--- config.mk ---
export PLATFORM = sky130hd
export DESIGN_NAME = hazard_ctrl
export DESIGN_NICKNAME = d
export VERILOG_FILES = /design/src/rtl/hazard_ctrl.sv
export SDC_FILE = /design/constraint.sdc
export NUM_CORES = 1
export LEC_CHECK = 0
export BUFFER_PORTS_ARGS = -buffer_cell sky130_fd_sc_hd__buf_2
export CORE_UTILIZATION = 47
export DETAILED_ROUTE_END_ITERATION = 16
export MAX_ROUTING_LAYER = met4
export PLACE_DENSITY = 0.73
export SLEW_MARGIN = 10
export SYNTH_ARGS = -nofsm -noshare
export SYNTH_HDL_FRONTEND = slang
export SYNTH_SLANG_ARGS = --single-unit
export TNS_END_PERCENT = 1
--- constraint.sdc ---
create_clock -name clk -period 2.7 [get_ports clk]
set_input_delay 0.54 -clock clk [delete_from_list [all_inputs] [get_ports clk]]
set_output_delay 0.54 -clock clk [all_outputs]
set_load 0.01 [all_outputs]
--- src/rtl/hazard_ctrl.sv ---
// Hazard controller for the 5-stage MIPS core: load-use, ID-resolved branch and
// HI/LO / mult-div stalls, the mult/div busy FSM and a saturating stall counter.
`timescale 1ns/1ps
module hazard_ctrl #(
  parameter int MULT_CYCLES = 4,
  parameter int DIV_CYCLES  = 32,
  parameter int CNT_W       = 6,
  parameter int STALL_CNT_W = 16
) (
  input  logic                   clk,
  input  logic                   rst_n,
  input  logic [4:0]             IF_ID_rs,
  input  logic [4:0]             IF_ID_rt,
  input  logic                   ID_uses_rt,
  input  logic                   ID_branch,
  input  logic                   ID_branch_taken,
  input  logic                   ID_hilo_read,
  input  logic                   ID_muldiv,
  input  logic                   ID_EX_mem_read,
  input  logic                   ID_EX_reg_write,
  input  logic [4:0]             ID_EX_rd,
  input  logic                   EX_MEM_mem_read,
  input  logic [4:0]             EX_MEM_rd,
  input  logic                   EX_muldiv_start,
  input  logic                   EX_muldiv_op,
  output logic                   pc_write,
  output logic                   IF_ID_write,
  output logic                   ID_EX_flush,
  output logic                   IF_ID_flush,
  output logic                   muldiv_busy,
  output logic                   muldiv_done,
  output logic [STALL_CNT_W-1:0] stall_count
);

  typedef enum logic [1:0] {IDLE, BUSY, DONE} md_state_t;

  localparam logic [CNT_W-1:0] MULT_LOAD = CNT_W'(MULT_CYCLES - 1);
  localparam logic [CNT_W-1:0] DIV_LOAD  = CNT_W'(DIV_CYCLES - 1);

  md_state_t        state, state_nxt;
  logic [CNT_W-1:0] cnt, cnt_nxt;

  logic load_use, br_stall, hilo_stall, md_stall, stall;

  // r0 is hard-wired to zero, so a write to it can never create a dependency.
  function automatic logic src_match(input logic [4:0] x, input logic [4:0] rs,
                                     input logic [4:0] rt, input logic uses_rt);
    return (x != 5'd0) && ((x == rs) || (uses_rt && (x == rt)));
  endfunction

  function automatic logic [STALL_CNT_W-1:0] sat_inc(input logic [STALL_CNT_W-1:0] v);
    return (&v) ? v : v + STALL_CNT_W'(1);
  endfunction

  function automatic logic [CNT_W-1:0] md_load(input logic op);
    return op ? DIV_LOAD : MULT_LOAD;
  endfunction

  always_comb begin
    load_use   = ID_EX_mem_read && src_match(ID_EX_rd, IF_ID_rs, IF_ID_rt, ID_uses_rt);
    br_stall   = ID_branch &&
                 ((ID_EX_reg_write && src_match(ID_EX_rd, IF_ID_rs, IF_ID_rt, ID_uses_rt)) ||
                  (EX_MEM_mem_read && src_match(EX_MEM_rd, IF_ID_rs, IF_ID_rt, ID_uses_rt)));
    hilo_stall = ID_hilo_read && (EX_muldiv_start || (state != IDLE));
    md_stall   = ID_muldiv && (EX_muldiv_start || (state == BUSY));
    stall      = load_use || br_stall || hilo_stall || md_stall;
  end

  // FSM state register
  always_ff @(posedge clk or negedge rst_n) begin
    if (!rst_n) begin
      state <= IDLE;
      cnt   <= '0;
    end else begin
      state <= state_nxt;
      cnt   <= cnt_nxt;
    end
  end

  // FSM next state; a start while BUSY is unreachable because md_stall holds it in ID
  always_comb begin
    state_nxt = state;
    cnt_nxt   = cnt;
    unique case (state)
      IDLE: begin
        if (EX_muldiv_start) begin
          state_nxt = BUSY;
          cnt_nxt   = md_load(EX_muldiv_op);
        end
      end
      BUSY: begin
        if (cnt == '0) state_nxt = DONE;
        else           cnt_nxt   = cnt - CNT_W'(1);
      end
      DONE: begin
        if (EX_muldiv_start) begin
          state_nxt = BUSY;
          cnt_nxt   = md_load(EX_muldiv_op);
        end else begin
          state_nxt = IDLE;
        end
      end
      default: begin
        state_nxt = IDLE;
        cnt_nxt   = '0;
      end
    endcase
  end

  // Outputs; while reset is held the pipeline runs free and nothing is flagged
  always_comb begin
    pc_write    = 1'b1;
    IF_ID_write = 1'b1;
    ID_EX_flush = 1'b0;
    IF_ID_flush = 1'b0;
    muldiv_busy = 1'b0;
    muldiv_done = 1'b0;
    if (rst_n) begin
      muldiv_busy = (state == BUSY);
      muldiv_done = (state == DONE);
      if (stall) begin
        pc_write    = 1'b0;
        IF_ID_write = 1'b0;
        ID_EX_flush = 1'b1;
      end else begin
        IF_ID_flush = ID_branch && ID_branch_taken;
      end
    end
  end

  always_ff @(posedge clk or negedge rst_n) begin
    if (!rst_n)     stall_count <= '0;
    else if (stall) stall_count <= sat_inc(stall_count);
  end

endmodule

# Yosys cells after proc, flatten, opt, wreduce, memory -nomap -nowiden
# Cells that the tools add are included.
[totals]
ff_bits = 24
word_cells = 61
[classes]
add_sub_neg = 2
eq_ne = 10
muxes = 16
bitwise_logic = 1
reduce_logical = 29
[op_table]
columns = ["op", "n"]
rows = [
  ["$eq A5 B5 Y1", 4],
  ["$add A16 B1 Y16 const B", 1],
  ["$reduce_and A16 Y1", 1],
  ["$mux W6", 2],
  ["$pmux W6 S2", 1],
  ["$logic_and A1 B1 Y1", 11],
  ["$reduce_bool A5 Y1", 2],
  ["$mux W1", 9],
  ["$logic_or A1 B1 Y1", 8],
  ["$logic_not A6 Y1", 1],
  ["$pmux W2 S3", 1],
  ["$reduce_and A2 Y1", 3],
  ["$sub A6 B1 Y6 const B", 1],
  ["$mux W5", 1],
  ["$mux W2", 2],
  ["$ne A2 B1 Y1 const B", 2],
  ["$ne A2 B2 Y1 const B", 2],
  ["$eq A2 B1 Y1 const B", 1],
  ["$eq A2 B2 Y1 const B", 1],
  ["$logic_not A2 Y1", 1],
  ["$reduce_bool A2 Y1", 1],
  ["$reduce_or A2 Y1", 1],
  ["$not A1 Y1", 1],
]

# Depth between registers and ports, before layout
[depth]
word_depth = 12
depth_mapped = 10
depth_no_buf = 7

# Worst setup path after synthesis
# Ideal clock, no wire load.
[synth_timing]
path_type = "input to output"
start = "in EX_MEM_rd[1]"
end = "out pc_write"
t_arrival_ns = 1.993
required_ns = 2.160
path_slack_ns = 0.167
cell_stages = 7
path_cell_list = "or4_1 > o211ai_1 > o221a_1 > buf_6 > buf_8 > nand2b_1 > buf_4"
[synth_between]
elab_chain_cells = 12
[synth_lines]
columns = ["element", "line_no", "rtl"]
rows = [
  ["start: declaration", "23", "input logic [4:0] EX_MEM_rd,"],
  ["$eq A5 B5 Y1", "48", "return (x != 5'd0) && ((x == rs) || (uses_rt && (x == rt)));"],
  ["$logic_and A1 B1 Y1", "48", ""],
  ["$logic_or A1 B1 Y1", "48", ""],
  ["$logic_and A1 B1 Y1 *", "48", ""],
  ["$logic_and A1 B1 Y1 *", "63", "(EX_MEM_mem_read && src_match(EX_MEM_rd, IF_ID_rs, IF_ID_rt, ID_uses_rt)));"],
  ["$logic_or A1 B1 Y1 *", "62", "((ID_EX_reg_write && src_match(ID_EX_rd, IF_ID_rs, IF_ID_rt, ID_uses_rt)) ||"],
  ["$logic_and A1 B1 Y1 *", "61", "br_stall = ID_branch &&"],
  ["$logic_or A1 B1 Y1 * (3 in series)", "66", "stall = load_use || br_stall || hilo_stall || md_stall;"],
  ["$mux W1 * (2 in series)", "-", ""],
  ["end: declaration", "26", "output logic pc_write,"],
]
# Mark *: on every way between the ends. The rest lies on a longest branch, timed or not.

# Worst setup path after layout
[layout_timing]
start = "in ID_EX_rd[1]"
end = "out ID_EX_flush"
[layout_between]
elab_chain_cells = 12
[layout_lines]
columns = ["element", "line_no", "rtl"]
rows = [
  ["start: declaration", "21", "input logic [4:0] ID_EX_rd,"],
  ["$eq A5 B5 Y1", "48", ""],
  ["$logic_and A1 B1 Y1", "48", ""],
  ["$logic_or A1 B1 Y1", "48", ""],
  ["$logic_and A1 B1 Y1 *", "48", ""],
  ["$logic_and A1 B1 Y1", "62", ""],
  ["$logic_or A1 B1 Y1", "62", ""],
  ["$logic_and A1 B1 Y1", "61", ""],
  ["$logic_or A1 B1 Y1 * (3 in series)", "66", ""],
  ["$mux W1 *", "121", "if (stall) begin"],
  ["$mux W1 *", "118", "if (rst_n) begin"],
  ["end: declaration", "28", "output logic ID_EX_flush,"],
]
# Marks and branches as above.

==> tab_implementation.tex <==
\begin{tabular}{lr}
\hline
Metric & Value \\
\hline
\multicolumn{2}{l}{\textbf{Status}} \\
Result of the run & finished clean \\
\multicolumn{2}{l}{\textbf{Synthesis}} \\
Synthesized flop and latch total & 24 \\
Top post-synthesis cells by area & sky130\_fd\_sc\_hd\_\_dfrtp\_1, sky130\_fd\_sc\_hd\_\_xor2\_1, sky130\_fd\_sc\_hd\_\_o21ai\_0 \\
Synth Area in XOR/XNOR & 19.3\% \\
Dominant combinational cell family by area after synthesis & simple AND/OR/NAND/NOR gates \\
Portion of synthesized cell area occupied by the leading cell type & 37.8\% \\
Cell Area, Synth & 1590 um2 \\
Top cell type by total area after synthesis & sky130\_fd\_sc\_hd\_\_dfrtp\_1 \\
Leading register cell type out of synthesis & sky130\_fd\_sc\_hd\_\_dfrtp\_1 \\
Post-Syn Nets & 202 \\
Most common cell in the netlist & sky130\_fd\_sc\_hd\_\_xor2\_1 \\
Number of flops mapped to enable cells by yosys & 0 \\
Share of flip-flops with an asynchronous set or reset after synthesis & 100\% \\
Register area share after synthesis & a little under two fifths \\
Yosys Warn Count & 0 \\
Share of synthesized cell area in full adder, half adder and majority cells & 2.36\% \\
Synth Instances & 167 \\
Avg Cell Area, Syn & 9.52 um2 \\
Number of library cell types mapped by synthesis & 40 \\
Synth Area in Simple Gates & 23.8\% \\
Fraction of the mapped netlist area in compound gates & 10.3\% \\
Mux cell area share after synthesis & 2.05\% \\
Synth cell count leaders & sky130\_fd\_sc\_hd\_\_xor2\_1, sky130\_fd\_sc\_hd\_\_dfrtp\_1, sky130\_fd\_sc\_hd\_\_nor2\_1 \\
\multicolumn{2}{l}{\textbf{Clock network}} \\
Number of levels in the clock H-tree & 1 \\
CTS root buf & sky130\_fd\_sc\_hd\_\_clkbuf\_4 \\
Number of buffers between clock root and the deepest sink & 2 \\
TritonCTS Sinks & 24 \\
Insertion delay to the later sink of the worst-skew pair & 0.31 ns \\
Hold Buf Count CTS & 0 \\
Quantity of gates resized following cts & 0 \\
CTS tree & done \\
Post-CTS Setup Bufs & 0 \\
Clock-pin slew reported for the worst setup and hold paths after clock tree synthesis & about 0.14 ns \\
Number of buffers created by CTS & 3 \\
\multicolumn{2}{l}{\textbf{GRT}} \\
Vias in the first global route & 1288 \\
Initial antenna violation count & 0 \\
Global-route wire length before repair & 5360 um \\
Leftover overflow at the end of global routing & 0 \\
Largest net degree at the start of global routing & 18 \\
All-Layer GR Usage & 20.1\% \\
\multicolumn{2}{l}{\textbf{Cells and area}} \\
Count of filler cells inserted in the layout & 273 \\
Antenna diodes & 0 \\
Filler-free cell count of the finished design & 267 \\
Share of final-layout standard cells stronger than drive strength 1 & 30.9\% \\
Net count of the finished layout & roughly 260 \\
Area added between synthesis and finish & 22.8\% \\
\multicolumn{2}{l}{\textbf{Critical path}} \\
Worst endpoint data arrival time & 2.01 ns \\
FF-to-FF path depth & 7 \\
Critical path endpoint category & output port \\
CP Buf/Inv Count & 3 \\
Crit. path cell count & 7 \\
Worst setup path class & in2out \\
Source of the worst register-to-register timing path & state[0]\$\_DFFE\_PN0P\_ \\
Slowest CP cell & sky130\_fd\_sc\_hd\_\_or4\_1 \\
Maximum fanout along the worst path & 4 \\
Category of cells accounting for the largest share of critical-path delay & simple AND/OR/NAND/NOR gates \\
Sort of element at the start of the critical path & input pin \\
Internal reg-to-reg setup slack & 0.62 ns \\
Crit path cell chain & buf\_2, or4\_1, o21ai\_0, o221a\_1, nand2b\_1, inv\_1, buf\_2 \\
Critical path's most frequent cell & sky130\_fd\_sc\_hd\_\_buf\_2 \\
Req. time, crit path & 2.16 ns \\
Destination of the worst register-to-register timing path & stall\_count[12]\$\_DFFE\_PN0P\_ \\
Critical path's largest stage delay & between 0.5 and 0.6 ns \\
\multicolumn{2}{l}{\textbf{STA}} \\
Hold slack final & between 0.1 and 0.15 ns \\
Final hold violation count & 0 \\
Setup repair after global routing missed its margin & false \\
FMAX & 392 MHz \\
Clock Skews & between 0.008 and 0.009 ns \\
Rel. slew slack & 69.7\% \\
Number of slew-limit violations in the final report & 0 \\
Worst-margin pin slew & about 0.45 ns \\
Tmin final & 2.55 ns \\
Final Setup Violations & 0 \\
Fraction of the cycle the final worst path needs & 94.6\% \\
Setup total negative slack & 0 ns \\
\multicolumn{2}{l}{\textbf{Placement}} \\
Placed Cells incl. Taps & 263 \\
Final RePlAce weighted congestion & 0.847 \\
IO buf count & 53 \\
Hpwl dp & 2640 um \\
\multicolumn{2}{l}{\textbf{Detailed routing}} \\
Drt wl/cell & 12.2 um \\
Ratio of routed vias to standard cells & 5.24 \\
Residual DRC & 0 \\
Remaining number of nets flagged by the antenna check after routing & 0 \\
Via count & 1400 \\
Violation count after the first detailed-route iteration & 55 \\
Overall routed net length & around 3200 um \\
Pre-antenna DRT Iters & 4 \\
\multicolumn{2}{l}{\textbf{Power and ir drop}} \\
Worst ir drop on vdd & 322 uV \\
P per Cell Area & $\sim$810 nW/um2 \\
Static leakage & 0.906 nW \\
\multicolumn{2}{l}{\textbf{Floorplan}} \\
Core Rows & 20 \\
Area of the core & 3130 um2 \\
Die boundary width & 60.1 um \\
I/O pins & 54 \\
DIE HEIGHT & 60.1 um \\
Initial core utilization & 50.8\% \\
Full die area & 3620 um2 \\
\multicolumn{2}{l}{\textbf{Flow run}} \\
Max Cap Violations & 0 \\
\multicolumn{2}{l}{\textbf{Hold path}} \\
Worst hold-check path type & in2async \\
\hline
\end{tabular}
[worst max path at each step]
stage | start | to | slack (ns)
after floorplan | EX_MEM_rd[1] | pc_write | 0.17
after global routing | ID_EX_rd[1] | ID_EX_flush | 0.006
after detailed placement | ID_EX_rd[1] | ID_EX_flush | 0.13
after global placement | ID_EX_rd[1] | IF_ID_flush | 0.18
after CTS | ID_EX_rd[1] | ID_EX_flush | 0.13
final | ID_EX_rd[1] | ID_EX_flush | 0.15
[where the power goes]
| group | internal (mW) | switching [mW] | leakage (nW) |
|---|---|---|---|
| logic | 0.305 | 0.369 | 0.599 |
| clock network | 0.150 | 0.111 | 0.0279 |
| registers | 0.496 | 0.145 | 0.280 |
[routing by layer]
metal  GRT usage, %  wire length [um]
met3           1.95               120
met4           5.98                27
met1           24.2              1440
met5              -                 0
met2           35.3              1660
[cells by family (layout without fill, tap and decap cells)]
kind of cell             Yosys count  in the layout
AND/OR/NAND/NOR                   64             64
XOR/XNOR                          35             35
AO/OA/AOI/OAI                     26             26
flip-flops                        24             24
buffers and inverters             12             68
adder cells (fa/ha/maj)            3              3
multiplexers                       3              3
[layout by cell type, fill, tap and decap left out, types with 2 or more instances in the layout]
cell	instances
sky130_fd_sc_hd__buf_2	53
sky130_fd_sc_hd__nor2b_1	2
sky130_fd_sc_hd__and3_1	2
sky130_fd_sc_hd__nand2_1	11
sky130_fd_sc_hd__inv_1	6
sky130_fd_sc_hd__nor3_2	2
sky130_fd_sc_hd__xnor2_1	4
sky130_fd_sc_hd__nor4b_2	2
sky130_fd_sc_hd__a31oi_1	3
sky130_fd_sc_hd__dfrtp_1	24
sky130_fd_sc_hd__xor2_1	31
sky130_fd_sc_hd__a32oi_1	2
sky130_fd_sc_hd__nor4_1	4
sky130_fd_sc_hd__nand2b_1	2
sky130_fd_sc_hd__a21oi_1	3
sky130_fd_sc_hd__o22ai_1	2
sky130_fd_sc_hd__or4_1	2
sky130_fd_sc_hd__nor2_1	13
sky130_fd_sc_hd__a21o_1	2
sky130_fd_sc_hd__ha_1	3
sky130_fd_sc_hd__o21ai_0	10
sky130_fd_sc_hd__buf_4	5
sky130_fd_sc_hd__nand3_1	8
sky130_fd_sc_hd__nor3_1	9
sky130_fd_sc_hd__mux2_1	2
sky130_fd_sc_hd__clkbuf_4	3
[layout make-up]
type                    instances  area (um2)  area share, %
well taps                      44        55.1           2.82
clock buffers                   3        22.5           1.15
multi-input cells             131         918           47.1
repair buffers                 58         303           15.5
clock inverters                 1        30.0           1.54
inverters                       6        22.5           1.15
flip-flops and latches         24         601           30.8
[stage by stage]
stage          total power [mW]  utilization, %  instance area, um2  setup WS (ns)
4_1_cts                    1.59            62.4                1950          0.134
5_1_grt                    1.71            62.4                1950        0.00600
2_1_floorplan              1.11               -                1590          0.167
3_5_place_dp               1.33            60.7                1900          0.127
3_3_place_gp               1.31            60.7                1900          0.183
6_report                   1.58            62.4                1950          0.146
[registers in the layout, indices dropped and copies added (netlist names)]
register / count
state: 2
stall_count: 16
cnt: 6
No activity file was read; power rests on OpenSTA's default activity.
